## src/rtl/tanimoto_pkg.sv

```systemverilog
// Shared definitions for the Tanimoto job controller: FSM encoding, table widths and the
// Q8.8 fraction width that the host driver also uses.
package tanimoto_pkg;

  localparam int FRAC_WIDTH = 8;

  typedef enum logic [2:0] {
    ST_IDLE,
    ST_LOAD_THR,
    ST_STREAM,
    ST_DRAIN,
    ST_DONE
  } job_state_t;

  // Threshold BRAM address width for a given fingerprint length.
  function automatic int cnt_width(input int vector_width);
    return $clog2(vector_width);
  endfunction

  // Threshold value width: one bit wider than the address so c itself is representable.
  function automatic int thr_width(input int vector_width);
    return cnt_width(vector_width) + 1;
  endfunction

endpackage

```

## src/rtl/tanimoto_thr_gen.sv

```systemverilog
// Threshold table generator: after go, writes thr[c] = min((c*coef)>>8, max) for
// c = 0..VECTOR_WIDTH, one entry per cycle, then pulses last.
module tanimoto_thr_gen
  import tanimoto_pkg::*;
#(
  parameter int  VECTOR_WIDTH = 920,
  parameter int  COEF_WIDTH   = 16,
  localparam int CNT_WIDTH    = cnt_width(VECTOR_WIDTH),
  localparam int THR_WIDTH    = thr_width(VECTOR_WIDTH)
) (
  input  logic                  ap_clk,
  input  logic                  ap_rst,
  input  logic                  go,
  input  logic [COEF_WIDTH-1:0] coef,
  output logic [CNT_WIDTH-1:0]  addr,
  output logic [THR_WIDTH-1:0]  data,
  output logic                  we,
  output logic                  last
);

  localparam int                    PROD_WIDTH = THR_WIDTH + COEF_WIDTH;
  localparam logic [CNT_WIDTH-1:0]  LAST_ADDR  = CNT_WIDTH'(VECTOR_WIDTH);
  localparam logic [PROD_WIDTH-1:0] THR_MAX    = PROD_WIDTH'((1 << THR_WIDTH) - 1);

  logic [COEF_WIDTH-1:0] coef_q;
  logic [THR_WIDTH-1:0]  c_next;
  logic [PROD_WIDTH-1:0] prod;
  logic [PROD_WIDTH-1:0] scaled;
  logic [THR_WIDTH-1:0]  data_next;

  // Full-width product so large coefficients saturate instead of wrapping.
  always_comb begin
    // NOTE: every signal is assigned on every pass, so no latch can be inferred.
    c_next    = {1'b0, addr} + THR_WIDTH'(1);
    prod      = PROD_WIDTH'(c_next) * PROD_WIDTH'(coef_q);
    scaled    = prod >> FRAC_WIDTH;
    data_next = (scaled > THR_MAX) ? THR_MAX[THR_WIDTH-1:0] : scaled[THR_WIDTH-1:0];
  end

  always_ff @(posedge ap_clk or posedge ap_rst) begin
    if (ap_rst) begin
      coef_q <= '0;
      addr   <= '0;
      data   <= '0;
      we     <= 1'b0;
      last   <= 1'b0;
    end else begin
      // NOTE: non-blocking assignments so each register samples pre-edge values.
      last <= 1'b0;
      if (go) begin
        coef_q <= coef;
        addr   <= '0;
        data   <= '0;
        we     <= 1'b1;
      end else if (we) begin
        if (addr == LAST_ADDR) begin
          we   <= 1'b0;
          last <= 1'b1;
        end else begin
          addr <= addr + CNT_WIDTH'(1);
          data <= data_next;
        end
      end
    end
  end

endmodule

```

## src/rtl/tanimoto_job_ctrl.sv

```systemverilog
// Per-job sequencer: loads the threshold table, gates the vector stream into the core with
// a generated tlast, then waits for the final ID pair before reporting done.
module tanimoto_job_ctrl
  import tanimoto_pkg::*;
#(
  parameter int  BUS_WIDTH    = 128,
  parameter int  VECTOR_WIDTH = 920,
  parameter int  COEF_WIDTH   = 16,
  parameter int  BEAT_WIDTH   = 32,
  localparam int CNT_WIDTH    = cnt_width(VECTOR_WIDTH),
  localparam int THR_WIDTH    = thr_width(VECTOR_WIDTH)
) (
  input  logic                  ap_clk,
  input  logic                  ap_rst,
  input  logic                  start,
  input  logic [BEAT_WIDTH-1:0] ref_beats,
  input  logic [BEAT_WIDTH-1:0] cmp_beats,
  input  logic [COEF_WIDTH-1:0] thr_coef,
  output logic                  busy,
  output logic                  done,
  output logic [BEAT_WIDTH-1:0] beat_cnt,
  output logic [BEAT_WIDTH-1:0] pair_cnt,
  output logic [CNT_WIDTH-1:0]  bram_addr,
  output logic [THR_WIDTH-1:0]  bram_wrdata,
  output logic                  bram_we,
  input  logic [BUS_WIDTH-1:0]  s_axis_tdata,
  input  logic                  s_axis_tvalid,
  output logic                  s_axis_tready,
  output logic [BUS_WIDTH-1:0]  m_axis_tdata,
  output logic                  m_axis_tvalid,
  output logic                  m_axis_tlast,
  input  logic                  m_axis_tready,
  input  logic                  id_tvalid,
  input  logic                  id_tready,
  input  logic                  id_tlast
);

  job_state_t            state;
  logic [BEAT_WIDTH-1:0] total;
  logic [BEAT_WIDTH-1:0] last_idx;
  logic                  streaming;
  logic                  data_beat;
  logic                  pair_hs;
  logic                  id_last_hs;
  logic                  thr_go;
  logic                  thr_last;

  assign thr_go = (state == ST_IDLE) && start;

  tanimoto_thr_gen #(
    .VECTOR_WIDTH (VECTOR_WIDTH),
    .COEF_WIDTH   (COEF_WIDTH)
  ) u_thr_gen (
    .ap_clk (ap_clk),
    .ap_rst (ap_rst),
    .go     (thr_go),
    .coef   (thr_coef),
    .addr   (bram_addr),
    .data   (bram_wrdata),
    .we     (bram_we),
    .last   (thr_last)
  );

  // Zero-latency gate: upstream only sees ready while streaming, so nothing is dropped.
  always_comb begin
    streaming     = (state == ST_STREAM);
    last_idx      = total - BEAT_WIDTH'(1);
    m_axis_tdata  = s_axis_tdata;
    m_axis_tvalid = streaming && s_axis_tvalid;
    s_axis_tready = streaming && m_axis_tready;
    m_axis_tlast  = m_axis_tvalid && (beat_cnt == last_idx);
    data_beat     = m_axis_tvalid && m_axis_tready;
    pair_hs       = id_tvalid && id_tready;
    id_last_hs    = pair_hs && id_tlast;
  end

  always_ff @(posedge ap_clk or posedge ap_rst) begin
    if (ap_rst) begin
      state    <= ST_IDLE;
      busy     <= 1'b0;
      done     <= 1'b0;
      total    <= '0;
      beat_cnt <= '0;
      pair_cnt <= '0;
    end else begin
      done <= 1'b0;
      if (data_beat) beat_cnt <= beat_cnt + BEAT_WIDTH'(1);
      if (pair_hs && (state == ST_STREAM || state == ST_DRAIN))
        pair_cnt <= pair_cnt + BEAT_WIDTH'(1);

      case (state)
        ST_IDLE: begin
          if (start) begin
            total    <= ref_beats + cmp_beats;
            beat_cnt <= '0;
            pair_cnt <= '0;
            busy     <= 1'b1;
            state    <= ST_LOAD_THR;
          end
        end
        ST_LOAD_THR: begin
          if (thr_last) begin
            if (total == '0) begin
              done  <= 1'b1;
              state <= ST_DONE;
            end else begin
              state <= ST_STREAM;
            end
          end
        end
        ST_STREAM: begin
          // The final ID pair may land on the same edge as the last data beat.
          if (data_beat && m_axis_tlast) begin
            if (id_last_hs) begin
              done  <= 1'b1;
              state <= ST_DONE;
            end else begin
              state <= ST_DRAIN;
            end
          end
        end
        ST_DRAIN: begin
          if (id_last_hs) begin
            done  <= 1'b1;
            state <= ST_DONE;
          end
        end
        ST_DONE: begin
          busy  <= 1'b0;
          state <= ST_IDLE;
        end
        default: state <= ST_IDLE;
      endcase
    end
  end

endmodule

```

## config.mk

```make
export PLATFORM = sky130hd
export DESIGN_NAME = tanimoto_job_ctrl
export DESIGN_NICKNAME = d
export VERILOG_FILES = /design/src/rtl/tanimoto_pkg.sv /design/src/rtl/tanimoto_thr_gen.sv /design/src/rtl/tanimoto_job_ctrl.sv
export SDC_FILE = /design/constraint.sdc
export NUM_CORES = 1
export LEC_CHECK = 0
export BUFFER_PORTS_ARGS = -buffer_cell sky130_fd_sc_hd__buf_2
export CORE_ASPECT_RATIO = 1.2
export CORE_MARGIN = 3
export CORE_UTILIZATION = 30
export CTS_BUF_LIST = sky130_fd_sc_hd__clkbuf_8
export DETAILED_ROUTE_END_ITERATION = 8
export GPL_ROUTABILITY_DRIVEN = 0
export RECOVER_POWER = 25
export SYNTH_ARGS = -nofsm -noshare
export SYNTH_HDL_FRONTEND = slang
export SYNTH_SLANG_ARGS = --single-unit
```

## constraint.sdc

```tcl
create_clock -name ap_clk -period 12.5 [get_ports ap_clk]
set_input_delay 2.5 -clock ap_clk [delete_from_list [all_inputs] [get_ports ap_clk]]
set_output_delay 2.5 -clock ap_clk [all_outputs]
set_load 0.05 [all_outputs]
```

== Word level (Yosys, flattened, before mapping) ==
Cells that the tools add are included.
Word-level totals
  logic and storage cells: 81
  bits of input ports: 216
  flip-flop bits (word level): 140
  output and inout port bits: 219
Cells by class
  multiplexer cells: 33
  reduce and logical (&&, ||, !) cells: 18
  eq/ne operators: 11
  add/sub/neg operators: 6
  multiply operators: 1
  magnitude comparators: 1
Operators with widths (number)
  32-bit two-way mux: 6
  32-bit by 1-bit adder with 32-bit output, second input constant: 2
  11-bit two-way mux: 4
  32-bit adder: 1
  32-bit == test: 1
  32-bit zero test: 1
  32-bit by 1-bit subtractor with 32-bit output, second input constant: 1
  10-bit two-way mux: 3
  11-bit by 16-bit multiplier with 27-bit output: 1
  19-bit by 11-bit > comparator with 1-bit output, second input constant: 1
  3-bit two-way mux: 6
  3-bit case mux with 4 select lines: 1
  10-bit by 1-bit adder with 11-bit output, second input constant: 1
  1-bit two-way mux: 11
  10-bit by 1-bit adder with 10-bit output, second input constant: 1
  10-bit == test, second input constant: 1
  1-bit logical AND: 9
  3-bit by 2-bit == test with 1-bit output, second input constant: 2
  2-bit != test, second input constant: 3
  2-bit AND reduction: 3
  2-bit by 1-bit != test with 1-bit output, second input constant: 2
  4-bit AND reduction: 1
  2-bit nonzero test: 2
  3-bit by 1-bit == test with 1-bit output, second input constant: 1
  other kinds (5): 5

== Logic depth before layout (Yosys ltp) ==
  depth after elaboration: 7
  gate-level depth with buffers: 27
  depth with buffers taken out: 24

== Modules after synthesis ==
From an unflattened synthesis, not the netlist that was laid out.
Unflattened totals
  cells, all modules: 1822
  area total of the unflattened synthesis: 16059.2 um2
By module, submodules not included
  tanimoto_job_ctrl: sequential area each 2527.4 um2, times used 1, cells an instance 1010, area each 8558.2 um2
  tanimoto_thr_gen: sequential area each 975.9 um2, times used 1, cells an instance 812, area each 7500.9 um2

== Worst setup path after synthesis ==
Ideal clock, no wire load.
  path kind: input-to-output
  from: in s_axis_tvalid
  to: out m_axis_tlast
  slack: 3.734 ns
  stages on the path: 7
  arrival time: 6.266 ns
  required time: 10.000 ns
  path buffers: 0
  path through: nor4bb_1 > nand3_1 > a211oi_1 > nand4_1 > a2111oi_0 > nand4_1 > nor4_2
On the way
  longest elaborated chain between the ends: 2
Ends and longest elaborated chain
  start: declaration: line tanimoto_job_ctrl.sv:27  | input logic s_axis_tvalid,
  1-bit logical AND: line tanimoto_job_ctrl.sv:69  | m_axis_tvalid = streaming && s_axis_tvalid;
  1-bit logical AND: line tanimoto_job_ctrl.sv:71  | m_axis_tlast = m_axis_tvalid && (beat_cnt == last_idx);
  end: declaration: line tanimoto_job_ctrl.sv:31  | output logic m_axis_tlast,
Every way passes these cells.

== Final worst setup path ==
  from: reg u_thr_gen.addr[0]
  to: reg u_thr_gen.data[4]
On the way
  longest elaborated chain between the ends: 7
  elaborated cells on any way between the ends: 10
  classes of those cells: add/sub (1); mul (1); order compare (1); eq/ne (2); mux (4); reduce/logical (1)
Ends and longest elaborated chain
  start: declaration: line tanimoto_thr_gen.sv:15  | output logic [CNT_WIDTH-1:0] addr,
  start signal: assignment: line tanimoto_thr_gen.sv:60  | addr <= addr + CNT_WIDTH'(1);
  10-bit by 1-bit adder with 11-bit output: line tanimoto_thr_gen.sv:34  | c_next = {1'b0, addr} + THR_WIDTH'(1);
  11-bit by 16-bit multiplier with 27-bit output: line tanimoto_thr_gen.sv:35  | prod = PROD_WIDTH'(c_next) * PROD_WIDTH'(coef_q);
  19-bit by 11-bit > comparator with 1-bit output: line tanimoto_thr_gen.sv:37  | data_next = (scaled > THR_MAX) ? THR_MAX[THR_WIDTH-1:0] : scaled[THR_WIDTH-1:0];
  11-bit two-way mux: line tanimoto_thr_gen.sv:37
  11-bit two-way mux: line tanimoto_thr_gen.sv:56  | if (addr == LAST_ADDR) begin
  11-bit two-way mux: line tanimoto_thr_gen.sv:55  | end else if (we) begin
  11-bit two-way mux: line tanimoto_thr_gen.sv:50  | if (go) begin
  end signal: assignment: line tanimoto_thr_gen.sv:61  | data <= data_next;
  end: declaration: line tanimoto_thr_gen.sv:16  | output logic [THR_WIDTH-1:0] data,
Parallel ways exist; a longest one is shown, timed or not. The select of a mux whose other input is x is not followed.
A chain may end at the register's enable or synchronous reset.

==> results.toml <==
[cts]
cts-resized-gates = 0
postCtsSetupRepairBufs = 0
cts_buffers = 17
clock_latency_ns = 0.51
cts.hold.buffers_added = 0
clock_path_buffers = 2
htree_num_levels = 4
cts_tree = "built"
path_clk_slew_ns = 0.10
cts_sinks = 140
ctsRootBufferMaster = "clkbuf_8"

[critical_path]
critPathLaunchType = "register"
required_ns = 12.86
crit_path_end_kind = "register"
worstPathArrival_ns = 8.25
crit_fanout = 16
criticalPathCategory = "reg -> reg"

[run_status]
status = "finished with violations"
violations = "max-capacitance violations, max-slew violations"

[power]
leakage_nw = 7.97
power_density_nw_per_um2 = 238
ir_drop_mv = 0.302

[die]
ioPinCount = 435
initial_core_util = 0.305
die_w_um = 213
die_h_um = 254
num_rows = 90
core_um2 = 50400
die-area_um2 = 54000

[timing]
relSlewSlack = -1.66
min_period_ns = 7.89
finalSetupViolations = 0
hold_viol = 0
setup_ws_ns = 4.61
tightest_slew_ns = 4.00
worst_clock_skew_ns = 0.0232
drv_slew = 316
fin_crit_sh = 0.631
fmax_mhz = 127
rsz0062_at_grt = "false"
setup_tns_ns = 0

[synth]
syn_area_um2 = 15400
synth-seq-area-share = 0.228
synth-edff-count = 0
ys_warn_count = 0
avgSynthCellArea_um2 = 8.50
synthDistinctLibCells = 70
yosys_register_bits = 140
synth-async-reset-ratio = 1.00
synthesis.nets = 2248
synth_ff_type = "dfrtp_1"
synthCells = 1809

[drt]
drtIter0Drc = 666
wl_per_cell_um = 17.9
ant_nets = 0
num_vias = 12600
drt-vias-per-instance = 5.06
detail_route.wirelength_mm = 44.4
first_pass_iters = 5
drcViolationCount = 0

[placement]
post-place-ws_ns = 4.76
io_buffers = 178
dpl.hpwl_mm = 35.3

[final_layout]
final_cell_mix = "nand2_1 (240), buf_2 (170), inv_1 (168), dfrtp_1 (140), fa_1 (125)"
layout_commonest_cell = "nand2_1"
fillers = 5318
seq_area_um2 = 3500
multiInputGateArea_um2 = 10000
final_nets = 2261
insertedDiodeCount = 0
area_growth_pct = 6.25
drive_gt1_frac = 0.124

[flow_run]
max-cap-violations = 4

[worst_hold_path]
hold_class = "reg -> reg"

[grt]
antenna_found_initial = 0
grt_start_max_net_pins = 90
grt_pass1_wl_mm = 70.2
grt_overflow_total = 0
grt_pass1_vias = 12800
grt.total_usage = 0.165
## Yosys cell counts, types with 4 or more instances
cell type / count / share of area
a21oi_1: 80 / 0.026
buf_4: 128 / 0.062
ha_1: 98 / 0.080
and4_1: 7 / 0.0040
o31ai_1: 10 / 0.0049
or4_1: 4 / 0.0020
o211ai_1: 9 / 0.0044
o21ai_0: 68 / 0.022
xnor2_1: 58 / 0.033
mux2i_1: 5 / 0.0033
a31oi_1: 8 / 0.0033
and2_1: 81 / 0.033
nand4_1: 29 / 0.012
nor2_1: 117 / 0.029
nor2b_1: 15 / 0.0061
nor3b_1: 5 / 0.0024
inv_1: 169 / 0.041
o21a_1: 5 / 0.0024
or3_1: 13 / 0.0053
o21bai_1: 8 / 0.0039
a21o_1: 20 / 0.0098
a211oi_1: 12 / 0.0059
nand3_1: 48 / 0.016
buf_1: 9 / 0.0022
or2_2: 4 / 0.0016
nand2_1: 240 / 0.059
fa_1: 125 / 0.16
xor2_1: 92 / 0.052
nor4_1: 13 / 0.0053
clkbuf_1: 57 / 0.014
and3_1: 28 / 0.011
nand4b_1: 4 / 0.0023
nor3_1: 26 / 0.0085
nand2b_1: 15 / 0.0061
dfrtp_1: 140 / 0.23
## registers in the layout, summed over array words and instances, names as in the netlist
register / count
beat_cnt: 32
busy: 1
done: 1
pair_cnt: 32
state: 3
total: 32
u_thr_gen.addr: 10
u_thr_gen.coef_q: 16
u_thr_gen.data: 11
u_thr_gen.last: 1
u_thr_gen.we: 1
## final timing paths
check,slack (ns),end,start,cells after the start
min in group asynchronous,2.93,pair_cnt[21]$_DFF_PP0_,ap_rst,2
min reg2reg,0.54,busy$_DFFE_PP0P_,busy$_DFFE_PP0P_,2
max,4.61,u_thr_gen.data[4]$_DFFE_PP0P_,u_thr_gen.addr[0]$_DFFE_PP0P_,22
max reg2reg,4.61,u_thr_gen.data[4]$_DFFE_PP0P_,u_thr_gen.addr[0]$_DFFE_PP0P_,22
min,0.54,busy$_DFFE_PP0P_,busy$_DFFE_PP0P_,2
max in group asynchronous,4.84,total[19]$_DFFE_PP0P_,ap_rst,3
## critical path, stage by stage (launching register included)
cell,delay [ns]
dfrtp_1,0.60
ha_1,0.34
and3_1,0.24
xor2_1,0.84
nand2_1,0.16
fa_1,0.49
fa_1,0.54
inv_1,0.06
fa_1,0.50
fa_1,0.55
inv_1,0.06
fa_1,0.53
inv_1,0.04
ha_1,0.34
and4_1,0.21
a221o_1,0.33
nor3_1,0.17
a211oi_1,0.12
a211oi_1,0.59
o31ai_1,0.19
mux2_2,0.26
o2111a_1,0.44
a21oi_1,0.12
## cell families after synthesis
kind of cell               count (synthesis)  share of synthesized area
adders and majority gates                223                      0.242
muxes                                      8                    0.00545
DFF                                      140                      0.228
AOI/OAI and AO/OA                        256                      0.104
buffers and inverters                    365                      0.120
xor gates and xnor gates                 150                     0.0854
and+or+nand+nor                          667                      0.215
## cell type report
type | count | area share
Inverter | 171 | 0.0394
Multi-Input combinational cell | 1304 | 0.614
Timing Repair Buffer | 188 | 0.0578
Clock inverter | 14 | 0.0105
Sequential cell | 140 | 0.214
Clock buffer | 17 | 0.0143
Tap cell | 644 | 0.0493
## per-stage QoR
| step | utilization | cells | cell area (µm²) | power, mW | hold WS, ns |
|---|---|---|---|---|---|
| 6_report | 0.324 | 2478 | 16300 | 3.89 | 0.538 |
| 5_1_grt | 0.324 | 2478 | 16300 | 4.36 | 0.587 |
| 4_1_cts | 0.325 | 2478 | 16400 | 3.93 | 0.535 |
| 3_5_place_dp | 0.316 | 2447 | 16000 | 3.50 | 0.515 |
| 3_3_place_gp | 0.316 | 2447 | 16000 | 3.44 | 0.510 |
| 2_1_floorplan | - | 1809 | 15400 | 2.93 | 0.482 |
## power by group
part	switching, mW	internal [mW]
Combinational	1.74	1.12
Sequential	0.120	0.511
Clock	0.203	0.196
## metal layers
metal / part of all wire / global-route usage / wire length [µm] / vias to the layer above
met5: 0 / 0 / 0 / -
met4: 0.038 / 0.0662 / 1680 / 0
met3: 0.055 / 0.0341 / 2440 / 120
met2: 0.53 / 0.302 / 23300 / 401
met1: 0.38 / 0.187 / 16900 / 6167
li1: - / - / - / 5863
(Power assumes the default switching activity.)
